`src/rtl/saat_pkg.sv`:
```
// Shared constants and state types for the UART time-set receiver.
package saat_pkg;

    localparam logic [7:0] ASCII_T  = 8'h54;
    localparam logic [7:0] ASCII_0  = 8'h30;
    localparam logic [7:0] ASCII_9  = 8'h39;
    localparam logic [7:0] ASCII_CR = 8'h0D;
    localparam logic [7:0] ASCII_LF = 8'h0A;

    localparam int unsigned SAAT_MAX  = 23;
    localparam int unsigned DK_SN_MAX = 59;

    typedef enum logic [2:0] {
        BEKLE,
        H1,
        H0,
        M1,
        M0,
        S1,
        S0,
        SON
    } parser_durum_t;

    typedef enum logic [2:0] {
        RX_BOSTA,
        RX_BASLA,
        RX_VERI,
        RX_DUR,
        RX_YUKSEK_BEKLE
    } rx_durum_t;

    function automatic logic rakam_mi(input logic [7:0] b);
        return (b >= ASCII_0) && (b <= ASCII_9);
    endfunction

endpackage

```
`src/rtl/uart_rx_cekirdek.sv`:
```
// UART 8N1 receiver: synchroniser, start verification, bit sampling, framing check.
module uart_rx_cekirdek
    import saat_pkg::*;
#(
    parameter int unsigned CLK_HZ = 100_000_000,
    parameter int unsigned BAUD   = 9600
) (
    input  logic       CLK,
    input  logic       reset,
    input  logic       rx,
    output logic       byte_gecerli,
    output logic [7:0] byte_veri,
    output logic       cerceve_hata
);

    localparam int unsigned BIT_CYC = CLK_HZ / BAUD;
    localparam int unsigned YARIM   = BIT_CYC / 2;
    localparam int unsigned SAY_W   = $clog2(BIT_CYC + 1);

    logic             r_rx_s1;
    logic             r_rx_s2;
    logic             r_rx_d;
    rx_durum_t        r_durum;
    logic [SAY_W-1:0] r_sayac;
    logic [2:0]       r_bit;
    logic [7:0]       r_kaydirma;
    logic             r_byte_gecerli;
    logic [7:0]       r_byte_veri;
    logic             r_cerceve_hata;

    rx_durum_t        w_durum_nxt;
    logic [SAY_W-1:0] w_sayac_nxt;
    logic [2:0]       w_bit_nxt;
    logic [7:0]       w_kaydirma_nxt;
    logic             w_byte_gecerli_nxt;
    logic [7:0]       w_byte_veri_nxt;
    logic             w_cerceve_hata_nxt;

    // Two-flop synchroniser plus one delayed copy for falling-edge detection.
    always_ff @(posedge CLK or negedge reset) begin
        if (!reset) begin
            r_rx_s1 <= 1'b1;
            r_rx_s2 <= 1'b1;
            r_rx_d  <= 1'b1;
        end else begin
            r_rx_s1 <= rx;
            r_rx_s2 <= r_rx_s1;
            r_rx_d  <= r_rx_s2;
        end
    end

    // State, counters and registered outputs.
    always_ff @(posedge CLK or negedge reset) begin
        if (!reset) begin
            r_durum        <= RX_BOSTA;
            r_sayac        <= '0;
            r_bit          <= '0;
            r_kaydirma     <= '0;
            r_byte_gecerli <= 1'b0;
            r_byte_veri    <= '0;
            r_cerceve_hata <= 1'b0;
        end else begin
            r_durum        <= w_durum_nxt;
            r_sayac        <= w_sayac_nxt;
            r_bit          <= w_bit_nxt;
            r_kaydirma     <= w_kaydirma_nxt;
            r_byte_gecerli <= w_byte_gecerli_nxt;
            r_byte_veri    <= w_byte_veri_nxt;
            r_cerceve_hata <= w_cerceve_hata_nxt;
        end
    end

    // Next-state logic: sample mid-bit, reject short start glitches, check stop.
    always_comb begin
        w_durum_nxt        = r_durum;
        w_sayac_nxt        = r_sayac;
        w_bit_nxt          = r_bit;
        w_kaydirma_nxt     = r_kaydirma;
        w_byte_gecerli_nxt = 1'b0;
        w_byte_veri_nxt    = r_byte_veri;
        w_cerceve_hata_nxt = 1'b0;

        case (r_durum)
            RX_BOSTA: begin
                if (r_rx_d && !r_rx_s2) begin
                    w_durum_nxt = RX_BASLA;
                    w_sayac_nxt = '0;
                end
            end
            RX_BASLA: begin
                if (r_sayac == SAY_W'(YARIM - 1)) begin
                    w_sayac_nxt = '0;
                    w_bit_nxt   = '0;
                    w_durum_nxt = r_rx_s2 ? RX_BOSTA : RX_VERI;
                end else begin
                    w_sayac_nxt = r_sayac + SAY_W'(1);
                end
            end
            RX_VERI: begin
                if (r_sayac == SAY_W'(BIT_CYC - 1)) begin
                    w_sayac_nxt    = '0;
                    w_kaydirma_nxt = {r_rx_s2, r_kaydirma[7:1]};
                    if (r_bit == 3'd7) begin
                        w_durum_nxt = RX_DUR;
                    end else begin
                        w_bit_nxt = r_bit + 3'd1;
                    end
                end else begin
                    w_sayac_nxt = r_sayac + SAY_W'(1);
                end
            end
            RX_DUR: begin
                if (r_sayac == SAY_W'(BIT_CYC - 1)) begin
                    w_sayac_nxt = '0;
                    if (r_rx_s2) begin
                        w_byte_gecerli_nxt = 1'b1;
                        w_byte_veri_nxt    = r_kaydirma;
                        w_durum_nxt        = RX_BOSTA;
                    end else begin
                        w_cerceve_hata_nxt = 1'b1;
                        w_durum_nxt        = RX_YUKSEK_BEKLE;
                    end
                end else begin
                    w_sayac_nxt = r_sayac + SAY_W'(1);
                end
            end
            RX_YUKSEK_BEKLE: begin
                if (r_rx_s2) begin
                    w_durum_nxt = RX_BOSTA;
                end
            end
            default: begin
                w_durum_nxt = RX_BOSTA;
            end
        endcase
    end

    assign byte_gecerli = r_byte_gecerli;
    assign byte_veri    = r_byte_veri;
    assign cerceve_hata = r_cerceve_hata;

endmodule

```
`src/rtl/uart_saat_ayar_alici.sv`:
```
// Time-set command receiver: UART bytes "T HHMMSS <CR|LF>" to a validated load strobe.
module uart_saat_ayar_alici
    import saat_pkg::*;
#(
    parameter int unsigned CLK_HZ      = 100_000_000,
    parameter int unsigned BAUD        = 9600,
    parameter int unsigned TIMEOUT_CYC = 10_000_000
) (
    input  logic       CLK,
    input  logic       reset,
    input  logic       rx,
    output logic       ayar_gecerli,
    output logic [4:0] saat,
    output logic [5:0] dakika,
    output logic [5:0] saniye,
    output logic       hata,
    output logic       mesgul
);

    localparam int unsigned TO_W = $clog2(TIMEOUT_CYC + 1);

    logic            w_byte_gecerli;
    logic [7:0]      w_byte_veri;
    logic            w_cerceve_hata;
    logic            w_rakam;
    logic [3:0]      w_birler;
    logic [6:0]      w_deger;
    logic            w_bicim_hata;

    parser_durum_t   r_durum;
    logic [3:0]      r_onlar;
    logic [4:0]      r_saat_ara;
    logic [5:0]      r_dk_ara;
    logic [5:0]      r_sn_ara;
    logic            r_aralik_disi;
    logic [TO_W-1:0] r_zaman;
    logic            r_ayar_gecerli;
    logic [4:0]      r_saat;
    logic [5:0]      r_dakika;
    logic [5:0]      r_saniye;
    logic            r_hata;
    logic            r_mesgul;

    parser_durum_t   w_durum_nxt;
    logic [3:0]      w_onlar_nxt;
    logic [4:0]      w_saat_ara_nxt;
    logic [5:0]      w_dk_ara_nxt;
    logic [5:0]      w_sn_ara_nxt;
    logic            w_aralik_disi_nxt;
    logic [TO_W-1:0] w_zaman_nxt;
    logic            w_ayar_nxt;
    logic [4:0]      w_saat_nxt;
    logic [5:0]      w_dakika_nxt;
    logic [5:0]      w_saniye_nxt;
    logic            w_hata_nxt;

    uart_rx_cekirdek #(
        .CLK_HZ (CLK_HZ),
        .BAUD   (BAUD)
    ) u_rx (
        .CLK          (CLK),
        .reset        (reset),
        .rx           (rx),
        .byte_gecerli (w_byte_gecerli),
        .byte_veri    (w_byte_veri),
        .cerceve_hata (w_cerceve_hata)
    );

    // ASCII digits 0x30..0x39 carry their value in the low nibble.
    assign w_rakam  = rakam_mi(w_byte_veri);
    assign w_birler = w_byte_veri[3:0];
    assign w_deger  = 7'(r_onlar) * 7'd10 + 7'(w_birler);

    // Parser state, accumulators, timeout counter and registered outputs.
    always_ff @(posedge CLK or negedge reset) begin
        if (!reset) begin
            r_durum        <= BEKLE;
            r_onlar        <= '0;
            r_saat_ara     <= '0;
            r_dk_ara       <= '0;
            r_sn_ara       <= '0;
            r_aralik_disi  <= 1'b0;
            r_zaman        <= '0;
            r_ayar_gecerli <= 1'b0;
            r_saat         <= '0;
            r_dakika       <= '0;
            r_saniye       <= '0;
            r_hata         <= 1'b0;
            r_mesgul       <= 1'b0;
        end else begin
            r_durum        <= w_durum_nxt;
            r_onlar        <= w_onlar_nxt;
            r_saat_ara     <= w_saat_ara_nxt;
            r_dk_ara       <= w_dk_ara_nxt;
            r_sn_ara       <= w_sn_ara_nxt;
            r_aralik_disi  <= w_aralik_disi_nxt;
            r_zaman        <= w_zaman_nxt;
            r_ayar_gecerli <= w_ayar_nxt;
            r_saat         <= w_saat_nxt;
            r_dakika       <= w_dakika_nxt;
            r_saniye       <= w_saniye_nxt;
            r_hata         <= w_hata_nxt;
            r_mesgul       <= (w_durum_nxt != BEKLE);
        end
    end

    // Frame parser; out-of-range fields are flagged as they arrive so that
    // values wider than the holding register cannot alias into range.
    always_comb begin
        w_durum_nxt       = r_durum;
        w_onlar_nxt       = r_onlar;
        w_saat_ara_nxt    = r_saat_ara;
        w_dk_ara_nxt      = r_dk_ara;
        w_sn_ara_nxt      = r_sn_ara;
        w_aralik_disi_nxt = r_aralik_disi;
        w_zaman_nxt       = r_zaman;
        w_ayar_nxt        = 1'b0;
        w_saat_nxt        = r_saat;
        w_dakika_nxt      = r_dakika;
        w_saniye_nxt      = r_saniye;
        w_hata_nxt        = 1'b0;
        w_bicim_hata      = 1'b0;

        if (w_cerceve_hata) begin
            w_hata_nxt  = 1'b1;
            w_durum_nxt = BEKLE;
            w_zaman_nxt = '0;
        end else if (w_byte_gecerli) begin
            w_zaman_nxt = '0;
            if (w_byte_veri == ASCII_T) begin
                w_durum_nxt       = H1;
                w_aralik_disi_nxt = 1'b0;
            end else begin
                case (r_durum)
                    BEKLE: begin
                        w_durum_nxt = BEKLE;
                    end
                    H1, M1, S1: begin
                        if (w_rakam) begin
                            w_onlar_nxt = w_birler;
                            w_durum_nxt = (r_durum == H1) ? H0 : ((r_durum == M1) ? M0 : S0);
                        end else begin
                            w_bicim_hata = 1'b1;
                        end
                    end
                    H0: begin
                        if (w_rakam) begin
                            w_saat_ara_nxt = 5'(w_deger);
                            if (w_deger > 7'(SAAT_MAX)) w_aralik_disi_nxt = 1'b1;
                            w_durum_nxt = M1;
                        end else begin
                            w_bicim_hata = 1'b1;
                        end
                    end
                    M0: begin
                        if (w_rakam) begin
                            w_dk_ara_nxt = 6'(w_deger);
                            if (w_deger > 7'(DK_SN_MAX)) w_aralik_disi_nxt = 1'b1;
                            w_durum_nxt = S1;
                        end else begin
                            w_bicim_hata = 1'b1;
                        end
                    end
                    S0: begin
                        if (w_rakam) begin
                            w_sn_ara_nxt = 6'(w_deger);
                            if (w_deger > 7'(DK_SN_MAX)) w_aralik_disi_nxt = 1'b1;
                            w_durum_nxt = SON;
                        end else begin
                            w_bicim_hata = 1'b1;
                        end
                    end
                    SON: begin
                        if ((w_byte_veri == ASCII_CR) || (w_byte_veri == ASCII_LF)) begin
                            if (r_aralik_disi) begin
                                w_hata_nxt = 1'b1;
                            end else begin
                                w_ayar_nxt   = 1'b1;
                                w_saat_nxt   = r_saat_ara;
                                w_dakika_nxt = r_dk_ara;
                                w_saniye_nxt = r_sn_ara;
                            end
                            w_durum_nxt = BEKLE;
                        end else begin
                            w_bicim_hata = 1'b1;
                        end
                    end
                    default: begin
                        w_durum_nxt = BEKLE;
                    end
                endcase
            end
            if (w_bicim_hata) begin
                w_hata_nxt  = 1'b1;
                w_durum_nxt = BEKLE;
            end
        end else if (r_durum != BEKLE) begin
            if (r_zaman == TO_W'(TIMEOUT_CYC - 1)) begin
                w_hata_nxt  = 1'b1;
                w_durum_nxt = BEKLE;
                w_zaman_nxt = '0;
            end else begin
                w_zaman_nxt = r_zaman + TO_W'(1);
            end
        end else begin
            w_zaman_nxt = '0;
        end
    end

    assign ayar_gecerli = r_ayar_gecerli;
    assign saat         = r_saat;
    assign dakika       = r_dakika;
    assign saniye       = r_saniye;
    assign hata         = r_hata;
    assign mesgul       = r_mesgul;

endmodule

```
`config.mk`:
```
export PLATFORM = sky130hd
export DESIGN_NAME = uart_saat_ayar_alici
export DESIGN_NICKNAME = d
export VERILOG_FILES = /design/src/rtl/saat_pkg.sv /design/src/rtl/uart_rx_cekirdek.sv /design/src/rtl/uart_saat_ayar_alici.sv
export SDC_FILE = /design/constraint.sdc
export NUM_CORES = 1
export LEC_CHECK = 0
export ABC_AREA = 0
export BUFFER_PORTS_ARGS = -buffer_cell sky130_fd_sc_hd__buf_2
export CAP_MARGIN = 15
export CORE_MARGIN = 4
export CORE_UTILIZATION = 65
export CTS_BUF_LIST = sky130_fd_sc_hd__clkbuf_8
export DETAILED_ROUTE_END_ITERATION = 12
export PLACE_DENSITY = 0.87
export SLEW_MARGIN = 20
export SYNTH_ARGS = -nofsm -noshare
export SYNTH_HDL_FRONTEND = slang
export SYNTH_SLANG_ARGS = --single-unit
```
`constraint.sdc`:
```
create_clock -name CLK -period 5.4 [get_ports CLK]
set_input_delay 1.08 -clock CLK [delete_from_list [all_inputs] [get_ports CLK]]
set_output_delay 1.08 -clock CLK [all_outputs]
set_load 0.01 [all_outputs]
```
==> results.md <==
* IO Count at 23
* Share of layout cells above drive strength 1 at 18.4%
* Clk_skew at 0.00915 ns
* Setup bufs post-CTS at 0
* Initial antenna violation count at 0
* Peak supply drop at 0.000179 V
* Drt via density at 6.18
* RSZ-0062 raised after global routing: no
* Synth area leader: dfrtp_1
* Total die area at 9730 sq um
* Lkg Pwr at 2.59 nW
* Initial Util at 68.0%
* Sequential Power Share at 60.0%
* Clk Latency, worst-skew pair at 0.38 ns
* Average wire per standard cell at 16.8 um
* Clock slew at reported path FFs at 0.10 ns
* Post-synth EDFFs at 0
* Site Rows at 32
* Port buffer count at 22
* Max_cap viols at 0
* Total GRT Usage at 22.0%
* Layout area overhead at 6.56%
* CTS tree: built
* Clock Power Share at 36.9%
* Yosys top cell area share at 50.1%
* Data required time of the worst path at 5.71 ns
* Endpoints failing hold at 0
* Drt pass-1 iters at 4
* H-tree levels at 3
* First-pass GRT wire length at 17500 um
* Yosys reg bits at 110
* FF-to-FF setup slack at 2.88 ns
* Die width at 98.6 um
* Gr ovfl total at 0
* Ranking of synthesized cells by area: dfrtp_1 (50%), mux2_2 (7.4%), nand2_1 (3.0%), nor2_1 (2.7%), nand3_1 (2.6%)
* Vias in the first global route at 3683
* Switching Share at 22.6%
* WP data arrival at 2.82 ns
* Number of buffers on the longest clock path at 2
* Cell area power density at 245 nW/um^2
* Minimum clock period at 2.52 ns
* Dominant synthesized flop cell: dfrtp_1
* CP Launch Type: register
* Vias at 3789
* Relative max-transition margin at 40.1%
* Slew Viols, Final at 0
* Most common cell in the netlist: dfrtp_1
* Post-Syn Nets at 505
* Non-Filler Instances at 613
* Status: complete, no violations
* Capturing point of the worst reg2reg path: r_aralik_disi
* Residual DRC at 0
* Initial DRC count at 232
* Sequential area share after synthesis at 51.6%
* Internal power at 0.00108 W
* Sw Pwr at 0.000315 W
* CTS Hold Bufs at 0
* Synth warn at 0
* CP endpoint: r_aralik_disi
* Critical path class: reg -> reg
* Worst min path class: reg -> reg
* Gate power share at 3.1%
* CTS Root Cell: clkbuf_8
* Cells on worst reg2reg path at 9
* Fin nets at 521
* Placeable core area at 7850 sq um
* Mapped Cells at 490
* Ys async rst share at 100%
* Max Freq at 0.397 GHz
* TritonCTS Sinks at 110
* Crit Path Max Fanout at 4
* Total Wirelength at 10300 um
* Leading cell types by count after synthesis: dfrtp_1 (107), nand2_1 (43), nor2_1 (39)
* Largest net degree at the start of global routing at 70
* CTS buffer count at 9
* Syn Std Cell Area at 5340 sq um
* Setup violations, final at 0
* DIE HEIGHT at 98.6 um
* Kind of end point of the critical path: register
* Syn avg cell area at 10.9 sq um
* Placer Congestion at 0.838
* Worst Max-Slew Pin Slew at 0.897 ns
* Dpl cells at 597
* Crit share post-route at 46.6%
* PostCTS Resize Cnt at 0
* Inserted Diodes at 0
* Distinct cells, synth at 63
* Setup_tns at 0 ns
* FF-to-FF Start: r_onlar[1]
* Dpl hpwl at 7120 um
* CP startpoint: r_onlar[1]
* Post-DRT Antenna Nets at 0
[power by group through the flow]
stage | clock network (W) | logic, W | registers (W)
after global routing | 0.000552 | 0.0000504 | 0.000837
after CTS | 0.000526 | 0.0000443 | 0.000836
after detailed placement | 0 | 0.0000442 | 0.000852
final | 0.000514 | 0.0000432 | 0.000836
after global placement | 0 | 0.0000422 | 0.000851
after floorplan | 0 | 0.0000213 | 0.000851
[worst max-delay path: stages (launching register included)]
cell,delay (ns)
dfrtp_1,0.42
ha_1,0.30
ha_1,0.14
inv_1,0.05
fa_1,0.52
nand2b_1,0.13
o21ba_2,0.16
or2_2,0.29
o221a_2,0.28
o21ai_0,0.15
[layout make-up]
| class | instances | area, sq um |
|---|---|---|
| sequential | 110 | 2760 |
| multi-input combinational | 346 | 2420 |
| fill | 536 | 2160 |
| clock buffer | 11 | 151 |
| tap | 102 | 128 |
| timing repair buffer | 23 | 120 |
| inverter | 16 | 60.1 |
| clock inverter | 5 | 58.8 |
[metal layers]
layer	share of wire, %	vias up	global-route usage, %
met5	0	-	0
met4	1.9	0	7.46
met3	4.9	23	4.60
met2	50	116	36.9
met1	43	1851	28.8
li1	-	1799	-
[layout by cell type (no fill, tap or decap), types with 13 or more instances in the layout]
cell type,synthesis,routed
xor2_1,16,16
dfrtp_1,107,107
nand2_1,43,43
nand4_1,13,13
mux2_2,35,35
inv_1,16,17
o21ai_0,28,28
nand3_1,28,28
buf_2,4,21
nor2_1,39,39
[cells by family after synthesis]
family          after synthesis  share of synthesized area [%]
compound gates               74                           9.11
xor+xnor                     25                           4.10
fa+ha+maj                    12                           3.09
buf+inv                      34                           3.14
flops                       110                           51.6
mux                          42                           9.26
simple gates                193                           19.7
[registers in the layout, indices dropped and copies added (netlist names), 3 cells and up]
signal / flops
r_zaman: 24
u_rx.r_sayac: 14
u_rx.byte_veri: 8
u_rx.r_kaydirma: 8
dakika: 6
r_dk_ara: 6
r_sn_ara: 6
saniye: 6
r_saat_ara: 5
saat: 5
r_onlar: 4
r_durum: 3
u_rx.r_bit: 3
u_rx.r_durum: 3
[through the flow]
| stage | utilization (%) | setup slack, ns | hold slack, ns | instance area, sq um | total power (W) |
|---|---|---|---|---|---|
| floorplan | - | 3.03 | 0.345 | 5340 | 0.000872 |
| global placement | 69.8 | 2.99 | 0.345 | 5480 | 0.000894 |
| detailed placement | 69.8 | 2.85 | 0.351 | 5480 | 0.000896 |
| CTS | 72.5 | 2.86 | 0.365 | 5690 | 0.00141 |
| global route | 72.5 | 2.63 | 0.373 | 5690 | 0.00144 |
| finish | 72.5 | 2.88 | 0.362 | 5690 | 0.00139 |
[worst min path at each step]
stage / from / cells after the start / to
2_1_floorplan: u_rx.r_rx_s1 / 0 / u_rx.r_rx_s2
3_5_place_dp: u_rx.r_rx_s1 / 0 / u_rx.r_rx_s2
5_1_grt: u_rx.r_rx_s1 / 0 / u_rx.r_rx_s2
3_3_place_gp: u_rx.r_rx_s1 / 0 / u_rx.r_rx_s2
4_1_cts: u_rx.r_rx_s1 / 0 / u_rx.r_rx_s2
6_report: u_rx.r_rx_s1 / 0 / u_rx.r_rx_s2
Note: power is estimated with default switching activity, not from simulation.
